===== src/rtl/command_router.sv =====
// Command router: buffers each complete IPbus command, then forwards it to the
// channel TX FIFOs as a packet headed by that destination's sequence number.

module command_router_csn #(
   parameter int DATA_W = 32
) (
   input  logic              clk,
   input  logic              rst,
   input  logic              inc,
   output logic [DATA_W-1:0] csn
);
   localparam logic [DATA_W-1:0] ONE = DATA_W'(1);

   // Plain binary add wraps to zero after the all-ones value.
   always_ff @(posedge clk) begin
      if (rst)      csn <= '0;
      else if (inc) csn <= csn + ONE;
   end
endmodule

module command_router #(
   parameter int DATA_W    = 32,
   parameter int DEST_W    = 4,
   parameter int NUM_CHAN  = 5,
   parameter int MAX_WORDS = 16
) (
   input  logic              clk,
   input  logic              rst,
   input  logic [DATA_W-1:0] ipbus_data,
   input  logic [DEST_W-1:0] ipbus_dest,
   input  logic              ipbus_last,
   input  logic              ipbus_valid,
   output logic              ipbus_ready,
   output logic [DATA_W-1:0] chan_tx_fifo_data,
   output logic [DEST_W-1:0] chan_tx_fifo_dest,
   output logic              chan_tx_fifo_last,
   output logic              chan_tx_fifo_valid,
   input  logic              chan_tx_fifo_ready,
   output logic              err_bad_dest,
   output logic              err_overflow,
   output logic              busy
);
   localparam int CNT_W = $clog2(MAX_WORDS + 1);
   localparam int IDX_W = (MAX_WORDS > 1) ? $clog2(MAX_WORDS) : 1;
   localparam logic [CNT_W-1:0]  ONE      = CNT_W'(1);
   localparam logic [CNT_W-1:0]  FULL_CNT = CNT_W'(MAX_WORDS);
   localparam logic [DEST_W:0]   CHAN_LIM = (DEST_W + 1)'(NUM_CHAN);

   typedef enum logic [2:0] {
      IDLE, CAPTURE, DROP, SEND_CSN, SEND_DATA
   } state_t;

   state_t                          state, state_nxt;
   logic [DATA_W-1:0]               buffer [MAX_WORDS];
   logic [CNT_W-1:0]                count, rd;
   logic [DEST_W-1:0]               dest_q;
   logic                            drop_bad;
   logic [NUM_CHAN-1:0][DATA_W-1:0] csn;
   logic [NUM_CHAN-1:0]             csn_inc;
   logic [DATA_W-1:0]               csn_cur;
   logic                            in_fire, out_fire, dest_bad, buf_full, rd_last;

   assign in_fire  = ipbus_valid & ipbus_ready;
   assign out_fire = chan_tx_fifo_valid & chan_tx_fifo_ready;
   // Extra top bit keeps the compare correct when NUM_CHAN == 2**DEST_W.
   assign dest_bad = {1'b0, ipbus_dest} >= CHAN_LIM;
   assign buf_full = (count == FULL_CNT);
   assign rd_last  = (rd == count - ONE);

   always_ff @(posedge clk) begin
      if (rst) state <= IDLE;
      else     state <= state_nxt;
   end

   always_comb begin
      state_nxt = state;
      unique case (state)
         IDLE:
            if (in_fire) begin
               if (dest_bad)        state_nxt = ipbus_last ? IDLE : DROP;
               else if (ipbus_last) state_nxt = SEND_CSN;
               else                 state_nxt = CAPTURE;
            end
         CAPTURE:
            if (in_fire) begin
               if (buf_full)        state_nxt = ipbus_last ? IDLE : DROP;
               else if (ipbus_last) state_nxt = SEND_CSN;
            end
         DROP:
            if (in_fire && ipbus_last) state_nxt = IDLE;
         SEND_CSN:
            if (out_fire) state_nxt = SEND_DATA;
         SEND_DATA:
            if (out_fire && rd_last) state_nxt = IDLE;
         default: state_nxt = IDLE;
      endcase
   end

   always_comb begin
      ipbus_ready        = 1'b0;
      chan_tx_fifo_valid = 1'b0;
      chan_tx_fifo_last  = 1'b0;
      chan_tx_fifo_data  = '0;
      busy               = (state != IDLE);
      unique case (state)
         IDLE, CAPTURE, DROP: ipbus_ready = 1'b1;
         SEND_CSN: begin
            chan_tx_fifo_valid = 1'b1;
            chan_tx_fifo_data  = csn_cur;
         end
         SEND_DATA: begin
            chan_tx_fifo_valid = 1'b1;
            chan_tx_fifo_data  = buffer[rd[IDX_W-1:0]];
            chan_tx_fifo_last  = rd_last;
         end
         default: ;
      endcase
   end

   assign chan_tx_fifo_dest = dest_q;

   always_comb begin
      csn_cur = '0;
      for (int c = 0; c < NUM_CHAN; c++)
         if (dest_q == DEST_W'(c)) csn_cur = csn[c];
   end

   for (genvar c = 0; c < NUM_CHAN; c++) begin : g_csn
      assign csn_inc[c] = (state == SEND_DATA) && out_fire && rd_last &&
                          (dest_q == DEST_W'(c));
      command_router_csn #(.DATA_W(DATA_W)) u_csn (
         .clk (clk),
         .rst (rst),
         .inc (csn_inc[c]),
         .csn (csn[c])
      );
   end

   // Payload storage needs no reset; count gates what is ever read.
   always_ff @(posedge clk) begin
      if (in_fire) begin
         if (state == IDLE)
            buffer[0] <= ipbus_data;
         else if (state == CAPTURE && !buf_full)
            buffer[count[IDX_W-1:0]] <= ipbus_data;
      end
   end

   always_ff @(posedge clk) begin
      if (rst) begin
         count        <= '0;
         rd           <= '0;
         dest_q       <= '0;
         drop_bad     <= 1'b0;
         err_bad_dest <= 1'b0;
         err_overflow <= 1'b0;
      end else begin
         err_bad_dest <= 1'b0;
         err_overflow <= 1'b0;
         unique case (state)
            IDLE:
               if (in_fire) begin
                  dest_q       <= ipbus_dest;
                  count        <= ONE;
                  drop_bad     <= dest_bad;
                  err_bad_dest <= dest_bad & ipbus_last;
               end
            CAPTURE:
               if (in_fire) begin
                  if (buf_full) begin
                     drop_bad     <= 1'b0;
                     err_overflow <= ipbus_last;
                  end else begin
                     count <= count + ONE;
                  end
               end
            DROP:
               if (in_fire && ipbus_last) begin
                  err_bad_dest <= drop_bad;
                  err_overflow <= !drop_bad;
               end
            SEND_CSN:
               if (out_fire) rd <= '0;
            SEND_DATA:
               if (out_fire) begin
                  if (rd_last) begin
                     count <= '0;
                     rd    <= '0;
                  end else begin
                     rd <= rd + ONE;
                  end
               end
            default: ;
         endcase
      end
   end
endmodule

===== config.mk =====
export PLATFORM = sky130hd
export DESIGN_NAME = command_router
export DESIGN_NICKNAME = d
export VERILOG_FILES = /design/src/rtl/command_router.sv
export SDC_FILE = /design/constraint.sdc
export NUM_CORES = 1
export LEC_CHECK = 0
export BUFFER_PORTS_ARGS = -buffer_cell sky130_fd_sc_hd__buf_2
export CAP_MARGIN = 20
export CELL_PAD_IN_SITES_DETAIL_PLACEMENT = 1
export CELL_PAD_IN_SITES_GLOBAL_PLACEMENT = 1
export CORE_AREA = 2 2 259 261
export DETAILED_ROUTE_END_ITERATION = 6
export DIE_AREA = 0 0 261 263
export PLACE_DENSITY_LB_ADDON = 0.15
export SLEW_MARGIN = 20
export SYNTH_ARGS = -nofsm -noshare
export SYNTH_HDL_FRONTEND = slang
export SYNTH_SLANG_ARGS = --single-unit

===== constraint.sdc =====
create_clock -name clk -period 11.8 [get_ports clk]
set_input_delay 0 -clock clk [delete_from_list [all_inputs] [get_ports clk]]
set_output_delay 0 -clock clk [all_outputs]
set_load 0.1 [all_outputs]

Yosys cells after proc, flatten, opt, wreduce, memory -nomap -nowiden

Memories as Yosys holds them, arrays and structs flattened. A register that Yosys moved wholly into a read port is not among the register bits.
Cells that the tools add are included.

Flip-flop bits (word level): 180
Memories kept: 1
Bits of input ports: 41
Logic and storage cells: 124
Bits in writable memories: 512
Output and inout port bits: 42

Memory list:

| name   | depth | bits a word | rd ports | clocked after Yosys merged registers in | wr ports | RTL line | source |
|---|---|---|---|---|---|---|---|
| buffer | 16    | 32          | 1        | 1                                       | 1        | 54       | `logic [DATA_W-1:0] buffer [MAX_WORDS];` |

Magnitude comparators: 1
Reduce and logical (&&, ||, !) cells: 26
Muxes and demuxes: 53
Bitwise gates (word level): 3
Add/sub/neg operators: 8
Equality and inequality tests: 20

Operators with widths:

| cell                    | count |
|---|---|
| $mux W32                | 6 |
| $add A32 B1 Y32 const B | 5 |
| $pmux W32 S2            | 1 |
| $mux W5                 | 8 |
| $reduce_or A32 Y1       | 1 |
| $mux W3                 | 7 |
| $mux W1                 | 19 |
| $ne A2 B2 Y1 const B    | 9 |
| $pmux W3 S5             | 1 |
| $pmux W5 S3             | 1 |
| $mux W4                 | 3 |
| $reduce_and A6 Y1       | 2 |
| $add A5 B1 Y5 const B   | 2 |
| $logic_and A1 B1 Y1     | 10 |
| $pmux W5 S2             | 1 |
| $eq A4 B2 Y1 const B    | 2 |
| $eq A3 B2 Y1 const B    | 2 |
| $mux W2                 | 3 |
| $pmux W1 S2             | 3 |
| $reduce_bool A3 Y1      | 2 |
| $eq A5 B5 Y1            | 1 |
| $eq A5 B5 Y1 const B    | 1 |
| $sub A5 B1 Y5 const B   | 1 |
| $eq A4 B1 Y1 const B    | 1 |
| other kinds (15)        | 19 |

Logic depth before layout (Yosys ltp)

Word-level depth: 9
Mapped depth: 10

Hierarchy

A second synthesis with hierarchy kept.

Cell total of the unflattened synthesis: 2131
Area, all modules: 30107.6 um^2

Modules (own cells, without submodules):

| module                                  | instances | cells each | area each (um^2) | seq. area each (um^2) |
|---|---|---|---|---|
| command_router                          | 1         | 1227       | 22233.8          | 15855.2 |
| command_router_csn (g_csn[0].u_csn ...) | 4         | 181        | 1564.0           | 640.6 |
| command_router_csn (g_csn[4].u_csn)     | 1         | 180        | 1617.8           | 640.6 |

Worst setup path before layout

OpenSTA, ideal clock, no wires.

Path kind: reg-to-output
Start point: register dest_q[0], in the netlist chan_tx_fifo_dest[0]
End point: output port chan_tx_fifo_data[2]
Buffers on the path: 2
Arrival: 4419 ps
Data required time: 11800 ps
Stages on the path, launching flop included: 7
Path slack: 7381 ps
Cell sequence: dfxtp_1 clkbuf_1 nor4b_1 clkbuf_1 a221o_1 a221oi_1 o21ai_0

Word-level cells in the longest chain between the ends: 7

RTL lines:

| item                     | RTL line | source |
|---|---|---|
| start: declaration       | 56       | `logic [DEST_W-1:0] dest_q;` |
| start signal: assignment | 163      | `dest_q <= ipbus_dest;` |
| $logic_not A4 Y1         | 125      | `if (dest_q == DEST_W'(c)) csn_cur = csn[c];` |
| $mux W32 (4 in a row)    | 125      |  |
| $mux W32 *               | 125      |  |
| $pmux W32 S2 *           | 105      | `unique case (state)` |
| end: declaration         | 34       | `output logic [DATA_W-1:0] chan_tx_fifo_data,` |

Mark *: on every way between the ends. The rest lies on a longest branch, timed or not.

==> metrics.txt <==
status=complete, no violations; fin crit share=between 30% and 40%; pwr dens=between 150 and 200 nW/um2; critical hold path startpoint=ipbus_dest[0]; EDFF count, synth=between 500 and 600; crit-path cells=buf_12, mux4_2, mux4_2, nand2_1, o21ai_0, buf_2; launch point of the worst reg-to-reg path=chan_tx_fifo_dest[0]$_SDFFE_PP0P_; number of post-CTS setup repair buffers=0; Final HPWL DP=49.0 mm; CP endpoint kind=output pin; total track usage=around a quarter; Skew-Pair Late Insertion Delay=650 ps; Slew headroom=a little over a third; Mapped Cells=approximately 2,000; clock power share=a little under half; Setup CP Type=reg -> out; Detail Route Antenna Nets=0; die width=around 260 um; die height=between 200 and 300 um; TritonCTS clock tree=done; leak pwr=around 10 nW; Fin. Hold Viols=0; Fill cells=6,369; Yosys reg bits=696; sequential share of the synthesized area=roughly 65%; Core Util, Final=between 50 and 60%; Least-Margin Pin Slew=approximately 950 ps; CP dominant cell by count=mux4_2; top cell type's share of synthesized area=a little over half; fmax=246 MHz; Critical Path Source Type=flop; total inserted antenna cells=0; internal cell power=0.00415 W; crit path to=chan_tx_fifo_data[2]; first-pass GRT wire length=about 120 mm; DRC Markers=0; Hold Crit Class=in -> reg; Worst R2R Setup Slack=between 8000 and 9000 ps; CP Max Fanout=a little under 100; IO buf count=just over 80; vias in the first global route=roughly 19,000; Synth Warn #=0; ys async rst share=0%; First-pass DRT Iterations=5; num ports=83; Synth Area per Inst=about 15 um2; initial core utilization=about 45%; area grow syn2layout=15.3%; top post-synthesis cells by area=edfxtp_1 52%, mux4_2 13%, dfxtp_1 13%; # rows=94; Bufs on Longest Clock Path=3; Routed WL per cell=approximately 27 um; synth unique cells=58; switching power=0.00118 W; count leader, synth=edfxtp_1; # nets final=around 2,200; worst endpoint data arrival time=4060 ps; Logic pwr share=4.5%; pin count of the biggest net entering global routing=100; core area=around 66,000 um2; most instantiated cells after synthesis=512 x edfxtp_1, 184 x dfxtp_1, 167 x mux4_2; drt initial violations=1,336; CTS buffer count=a little under 80; Vias=approximately 18,000; setup_tns=0 ps; syn_nets=between 2,000 and 2,500; r2r endpoint=g_csn[3].u_csn.csn[25]$_SDFFE_PP0P_; max-slew violation count=0; clock skew=approximately 26 ps; Register-to-Register Path Depth=6; CP required=around 12,000 ps; die area=~70,000 um2; share of cells above drive strength 1=20.0%; Finish-stage setup viols=0; ys flop type=edfxtp_1; gp weighted congestion=0.844; largest area contributor in the netlist=edfxtp_1; Sw Ratio=between 20 and 25%; Slowest-stage cell, CP=dfxtp_4; max incr delay on CP=~760 ps; CTS root buf=clkbuf_16; GRT overflow=0; Max VDD drop=138 uV; initial antenna violation count=4; Via density=slightly above 6; Sequential Power Share=about 50%; clock-pin slew of the registers on the worst-case setup and hold paths=60 ps; Period minus WS final=around 4000 ps; mapped cell area=between 20,000 and 30,000 um2; RSZ-0062 raised after global routing=no; CTS Sinks=just under 700; max-cap viol count=0; final wirelength=82.1 mm; H-tree Lvls=3
-- placed cells by master, fill, tap and decap left out, types with 6 or more instances in the layout --
master           n
nand3_1         64
nor2_4          12
mux2i_1         10
edfxtp_1       512
nand2_1         93
clkbuf_16       80
mux2_2           6
dfxtp_1        180
inv_1           33
o21ai_0         58
nand2b_1         6
and3_1          22
xor2_1          20
nor2b_1          8
a21o_1          25
nor4_1          67
or4_1           20
mux4_2         167
clkinv_2        12
or3_1           39
xnor2_1         72
dlygate4sd3_1   46
o31ai_1         20
a22oi_1         30
nor2_1         124
nand4_1         53
clkinv_1        16
clkbuf_1        15
buf_4           34
buf_2           81
bufinv_16        7
a21oi_1         90
and4_1          14
a222oi_1        23
nor3_1          24
ha_1             9
-- sequential cells by signal (all words and copies together) (netlist names), named ones only --
register           count
buffer               512
g_csn.u_csn.csn      160
count                  5
rd                     5
chan_tx_fifo_dest      4
state                  3
drop_bad               1
err_bad_dest           1
err_overflow           1
-- repair_timing --
action | 4_1_cts | 5_1_grt
hold buffers | 46 | 0
hold endpoints to repair | 575 | 0
resized for setup | 0 | 0
-- worst min path at each step --
stage / endpoint / depth (start not counted)
floorplan: buffer[0][0]$_DFFE_PP_ / 0
global placement: chan_tx_fifo_dest[3]$_SDFFE_PP0P_ / 3
detailed placement: chan_tx_fifo_dest[2]$_SDFFE_PP0P_ / 3
CTS: chan_tx_fifo_dest[1]$_SDFFE_PP0P_ / 4
global route: buffer[3][26]$_DFFE_PP_ / 2
finish: chan_tx_fifo_dest[0]$_SDFFE_PP0P_ / 4
-- critical path: cells and delay by family (launching register included) --
kind,cells,cell delay [ps]
AOI/OAI and AO/OA,1,200
buffers and inverters,2,1000
DFF,1,760
muxes,2,1160
and+or+nand+nor,1,100
-- final cells by class --
class,instances,area [um2],share of cell area (%)
flip-flops and latches,696,19100,56.4
multi-input cells,1138,9820,29.0
clock buffers,97,2090,6.17
repair buffers,163,1150,3.41
well taps,864,1080,3.20
clock inverters,42,475,1.41
inverters,33,124,0.366
-- logic make-up (layout without fill, tap and decap cells) --
| group | count (synthesis) | after routing | synth area share [%] |
|---|---|---|---|
| and+or+nand+nor | 579 | 579 | 10.4 |
| muxes | 183 | 183 | 13.4 |
| DFF | 696 | 696 | 65.0 |
| adders and majority gates | 9 | 9 | 0.384 |
| AOI/OAI and AO/OA | 275 | 275 | 6.05 |
| xor gates and xnor gates | 92 | 92 | 2.75 |
| buffers and inverters | 148 | 335 | 1.94 |
-- power groups by stage --
stage / sequential (W) / clock [W] / combinational, W
finish: 0.00266 / 0.00242 / 0.000241
global route: 0.00267 / 0.00256 / 0.000256
CTS: 0.00266 / 0.00247 / 0.000240
detailed placement: 0.00272 / 0 / 0.000226
global placement: 0.00271 / 0 / 0.000221
floorplan: 0.00272 / 0 / 0.000133
-- layer usage --
metal  vias to the layer above  track usage [%]  share of wire (%)
met3                       137             3.79                4.0
met2                       419             41.0                 51
met1                      9631             32.0                 42
li1                       8151                -                  -
met5                         -                0              0.060
met4                         8             7.72                3.0
-- through the flow --
| stage | power, W | setup slack (ps) | area (um2) | hold WS (ps) | cells |
|---|---|---|---|---|---|
| global placement | 0.00294 | 8230 | 30800 | 264 | 2848 |
| detailed placement | 0.00294 | 7990 | 30800 | 278 | 2848 |
| global route | 0.00548 | 7470 | 33800 | 260 | 3033 |
| finish | 0.00532 | 7740 | 33800 | 248 | 3033 |
| CTS | 0.00538 | 7680 | 33800 | 202 | 3033 |
| floorplan | 0.00285 | 7380 | 29300 | 98.9 | 1982 |
No activity file was read; power rests on OpenSTA's default activity.
